### src/rtl/accelerator_lstm_vector_feeder.sv
// Vector feeder: the host preloads one vector into a local buffer, and the block replays it
// element by element in answer to controller requests after each START.
module accelerator_lstm_vector_feeder #(
  parameter int DATA_SIZE = 64,
  parameter int DEPTH     = 64,
  parameter int ADDR_SIZE = 6
) (
  input  logic                 CLK,
  input  logic                 RST,
  input  logic                 LOAD_CLEAR,
  input  logic                 LOAD_ENABLE,
  input  logic [DATA_SIZE-1:0] LOAD_DATA,
  input  logic [DATA_SIZE-1:0] SIZE_IN,
  input  logic                 START,
  output logic                 READY,
  input  logic                 X_OUT_ENABLE,
  output logic                 X_IN_ENABLE,
  output logic [DATA_SIZE-1:0] X_IN,
  output logic [ADDR_SIZE:0]   COUNT,
  output logic                 FULL,
  output logic                 ERROR
);

  typedef enum logic {S_IDLE, S_STREAM} state_t;

  localparam logic [ADDR_SIZE:0] LP_DEPTH = (ADDR_SIZE+1)'(DEPTH);

  state_t               r_state, w_state_next;
  logic [DATA_SIZE-1:0] r_buf [DEPTH];
  logic [ADDR_SIZE:0]   r_count;
  logic [ADDR_SIZE:0]   r_rd_ptr;
  logic [ADDR_SIZE:0]   r_size;
  logic [DATA_SIZE-1:0] r_x_in;
  logic                 r_x_in_en;
  logic                 r_ready;
  logic                 r_error;

  logic                 w_idle, w_full, w_size_ok, w_start_go;
  logic                 w_load_wr, w_req, w_last, w_err;
  logic [DATA_SIZE-1:0] w_count_ext;

  // SIZE_IN is compared at full width so oversized requests can't alias onto a valid length
  assign w_count_ext = DATA_SIZE'(r_count);
  assign w_idle      = (r_state == S_IDLE);
  assign w_full      = (r_count == LP_DEPTH);
  assign w_size_ok   = (SIZE_IN != '0) && (SIZE_IN <= w_count_ext);
  assign w_start_go  = w_idle && START && w_size_ok;
  assign w_load_wr   = w_idle && LOAD_ENABLE && !LOAD_CLEAR && !w_full;
  assign w_req       = !w_idle && X_OUT_ENABLE;
  assign w_last      = w_req && (r_rd_ptr == r_size - 1'b1);
  assign w_err       = (w_idle && LOAD_ENABLE && !LOAD_CLEAR && w_full)
                     || (!w_idle && LOAD_ENABLE)
                     || (w_idle && START && !w_size_ok)
                     || (w_idle && X_OUT_ENABLE);

  always_comb begin
    w_state_next = r_state;
    case (r_state)
      S_IDLE:   if (w_start_go) w_state_next = S_STREAM;
      S_STREAM: if (w_last)     w_state_next = S_IDLE;
      default:  w_state_next = S_IDLE;
    endcase
  end

  always_ff @(posedge CLK or negedge RST) begin
    if (!RST) r_state <= S_IDLE;
    else      r_state <= w_state_next;
  end

  always_ff @(posedge CLK or negedge RST) begin
    if (!RST) begin
      r_count   <= '0;
      r_rd_ptr  <= '0;
      r_size    <= '0;
      r_x_in    <= '0;
      r_x_in_en <= 1'b0;
      r_ready   <= 1'b0;
      r_error   <= 1'b0;
    end else begin
      r_x_in_en <= w_req;
      r_ready   <= w_last;
      r_error   <= w_err;
      if (w_req) begin
        r_x_in   <= r_buf[r_rd_ptr[ADDR_SIZE-1:0]];
        r_rd_ptr <= r_rd_ptr + 1'b1;
      end
      if (w_start_go) begin
        r_rd_ptr <= '0;
        r_size   <= SIZE_IN[ADDR_SIZE:0];
      end
      if (w_idle && LOAD_CLEAR) r_count <= '0;
      else if (w_load_wr)       r_count <= r_count + 1'b1;
    end
  end

  // Buffer storage carries no reset; contents persist across runs and clears
  always_ff @(posedge CLK) begin
    if (w_load_wr) r_buf[r_count[ADDR_SIZE-1:0]] <= LOAD_DATA;
  end

  assign READY       = r_ready;
  assign X_IN_ENABLE = r_x_in_en;
  assign X_IN        = r_x_in;
  assign COUNT       = r_count;
  assign FULL        = w_full;
  assign ERROR       = r_error;

endmodule

### config.mk
export PLATFORM = sky130hd
export DESIGN_NAME = accelerator_lstm_vector_feeder
export DESIGN_NICKNAME = d
export VERILOG_FILES = /design/src/rtl/accelerator_lstm_vector_feeder.sv
export SDC_FILE = /design/constraint.sdc
export NUM_CORES = 2
export LEC_CHECK = 0
export ABC_CLOCK_PERIOD_IN_PS = 6650
export CAP_MARGIN = 20
export CORE_MARGIN = 2
export CORE_UTILIZATION = 45
export CTS_BUF_LIST = sky130_fd_sc_hd__clkbuf_2
export DETAILED_ROUTE_END_ITERATION = 7
export SLEW_MARGIN = 25
export SYNTH_ARGS = -nofsm -noshare
export SYNTH_HDL_FRONTEND = slang
export SYNTH_SLANG_ARGS = --single-unit
### constraint.sdc
create_clock -name CLK -period 6.65 [get_ports CLK]
set_clock_uncertainty 0.05 [all_clocks]
set_input_delay 0.665 -clock CLK [delete_from_list [all_inputs] [get_ports CLK]]
set_output_delay 0.665 -clock CLK [all_outputs]
set_load 0.05 [all_outputs]
==> results.cfg <==
[worst_setup_path]
cp.required_ps = 8650
crit_type = input pin to register
cp.arrival_ps = 7060
cp-end-kind = register
worstPathMaxFanout = 4
start_kind = input pin

[sta]
finalMaxSlewViolations = 0
setup_viol = 0
fmax_ghz = 0.197
rsz0062_at_grt = false
fin_tns_setup_ps = 0
min_period_over_period_pct = 76.2
hold_violations = 0
worstMarginPinSlew_ps = 1190
min_period_ps = 5070
slew_headroom_pct = 20.7

[yosys]
synth_nets = 7614
synth-edff-count = 4096
ys_ff_latch = 4185
yosysWarningCount = 0
synthDistinctLibCells = 60
synth_top_family_by_area = multiplexers
synthSimpleGateAreaFrac_pct = 1.47
syn_avg_cell_area_sq_um = 21.5
ys_seq_area_share_pct = 78.1
synth_async_sr_flop_share_pct = 2.13
synth_ff_type = edfxtp_1
synth_compound_area_share_pct = 3.76
synth_fa_ha_area_share_pct = 0.0858
synth_area_sq_um = 160000
synthMuxAreaShare_pct = 15.1
synth_xor_area_share_pct = 0.108
synthCells = 7469

[cts]
post_cts_buffers = 0
cts_buffers = 1118
path_clk_slew_ps = 110
cts_root_buffer = clkbuf_2
worst_skew_pair.late_latency_ps = 2200
cts_max_level = 7
clock_path_buffers = 5
cts_tree = yes
clock_sinks = 4185

[grt]
use_met3_pct = 5.34
grt_max_degree = 150
grtUsageMet2_pct = 42.5
grt_pass1_wl_um = 665000
grt_pass1_vias = 88422
grt-ovfl-total = 0
top_usage_layer = met2
grt_usage_pct = 26.5
antenna_found_initial = 36
grtUsageMet1_pct = 35.6

[pwr]
clock_power_share_pct = 26.5
sw_frac_of_total_pct = 33.8
p_sw_w = 0.0218
p_leak_nw = 59.6
combPwrFrac_pct = 27.3
p_seq_share_pct = 46.3
finalPower_w = 0.0646
ir_worst_vdd_uv = 368
p_int_w = 0.0428
power_per_cell_area_nw_per_um2 = 355

[die]
core_area_sq_um = 355000
die_x_um = 601
dieArea_sq_um = 361000
initial_core_util_pct = 45.1
rows = 219
io_pins = 209
fp.dieH_um = 601

[placement]
gp_congestion = 0.805
port_buffers = 208
hpwl_um = 259000

[final_layout]
nets = 9061
area_delta_synth_final_pct = 13.4
drive_gt1_share_pct = 31.7

[routing]
ant_nets = 0
drc = 0
drt_pass1_iterations = 6
drtIter0Drc = 11738
via_per_inst = 6.06
routed_wl_um = 480000
routedWlPerCell_um = 33.3
vias = 87226

[flow_run]
maxCapViolCount = 0

[min_path]
hold_path.class = input pin to register

[run_status]
status = completed
[cells in the mapped netlist (all sizes together) (3+ instances only)]
cell type	count	area, sq um
a2111oi	17	149
a211o	6	52.6
a211oi	72	541
a21o	5	37.5
a21oi	206	1030
a221oi	25	219
a22o	33	289
a22oi	157	1180
a311o	21	210
a31o	7	61.3
a31oi	36	225
and2	4	25.0
and4b	6	60.1
buf	265	1630
clkbuf	159	597
dfrtp	89	2230
edfxtp	4096	123000
ha	11	138
inv	17	63.8
mux2	110	1240
mux2i	517	5170
mux4	789	17800
nand2	207	777
nand3	53	265
nand3b	3	22.5
nand4	21	131
nor2	171	642
nor2b	19	119
nor3	17	85.1
nor4	20	125
o2111ai	10	87.6
o211a	19	190
o211ai	14	105
o21ai	80	400
o221ai	35	307
o22a	9	78.8
o22ai	62	388
o32a	43	430
xnor2	12	105
xor2	5	43.8
[power groups by stage]
| stage | clock network, W | logic, W | registers, W |
|---|---|---|---|
| after global routing | 0.0188 | 0.0184 | 0.0299 |
| after CTS | 0.0175 | 0.0176 | 0.0299 |
| final | 0.0171 | 0.0176 | 0.0299 |
| after global placement | 0 | 0.0173 | 0.0305 |
| after floorplan | 0 | 0.0105 | 0.0306 |
| after detailed placement | 0 | 0.0174 | 0.0305 |
[what timing repair did]
item,CTS,global route
endpoints found under the hold margin,4281,64
setup endpoints to repair,0,0
hold buffers,255,1
resized for setup,0,0
[flip-flops by register name, summed over array words and instances (netlist names), 7 cells and up]
register,count
COUNT,7
X_IN,64
r_size,7
r_rd_ptr,7
r_buf,4096
[cell usage in the layout, fill, tap and decap left out, types with 83 or more instances in the layout]
cell,netlist,routed
clkbuf_2,0,1595
clkdlybuf4s50_1,0,143
nor2_1,171,101
mux2i_1,517,517
clkinv_1,2,168
mux4_2,789,789
dfrtp_1,89,83
a22oi_1,157,157
buf_4,61,227
nand2_1,207,205
edfxtp_1,4096,4096
mux2_2,110,110
dlygate4sd3_1,0,228
a21oi_1,206,206
[worst max-delay path, cell delays in order]
cell and delay (ps):
dlygate4sd3_1 530, clkdlybuf4s50_1 420, nor4_1 200, dlygate4sd3_1 590, nand4_1 70, dlygate4sd3_1 600, nor4_4 460, dlygate4sd3_1 810
o21ai_0 190, nor3b_1 200, dlygate4sd3_1 570, dlygate4sd3_1 550, buf_4 210, dlygate4sd3_1 870, nor2_1 90
[logic make-up after synthesis]
family	Yosys count
buffers and inverters	443
AOI/OAI and AO/OA	862
DFF	4185
adders and majority gates	11
muxes	1416
xor gates and xnor gates	18
and+or+nand+nor	534
[per-stage QoR]
step | cell area (sq um) | hold slack (ps) | setup slack, ps | instances | util (%)
6_report | 182000 | 250 | 1580 | 14395 | 51.2
5_1_grt | 182000 | 118 | 1420 | 14383 | 51.2
4_1_cts | 182000 | 0.123 | 1410 | 14367 | 51.2
3_5_place_dp | 170000 | 480 | 1810 | 12291 | 47.7
3_3_place_gp | 169000 | 483 | 1570 | 12286 | 47.7
2_1_floorplan | 160000 | 319 | 1480 | 7469 | -
[routing by layer]
layer  wire length [um]  share of wire [%]
met1             188000                 39
met2             234000                 49
met3              41500                8.6
met4              15500                3.2
met5                 44             0.0092
[final cells by class]
class | count | area, sq um
fill | 28969 | 173000
sequential | 4185 | 125000
multi-input combinational | 2841 | 33500
clock buffer | 1595 | 7980
timing repair buffer | 751 | 7770
tap | 4751 | 5940
clock inverter | 226 | 1270
inverter | 19 | 81.3
antenna | 27 | 67.6
[worst paths after layout]
kind	cells after the start	startpoint	to	slack (ps)
worst min-delay path	4	LOAD_DATA[44]	r_buf[14][44]$_DFFE_PP_	250
worst max register to register	12	COUNT[2]$_DFFE_PN0P_	r_rd_ptr[6]$_DFFE_PN0P_	1870
min in group asynchronous	6	RST	X_IN[10]$_DFFE_PN0P_	1070
worst max-delay path	15	SIZE_IN[52]	r_rd_ptr[6]$_DFFE_PN0P_	1580
max in group asynchronous	7	RST	X_IN[32]$_DFFE_PN0P_	4160
worst min register to register	1	X_IN[15]$_DFFE_PN0P_	X_IN[15]$_DFFE_PN0P_	500
Note: power is estimated with default switching activity, not from simulation.
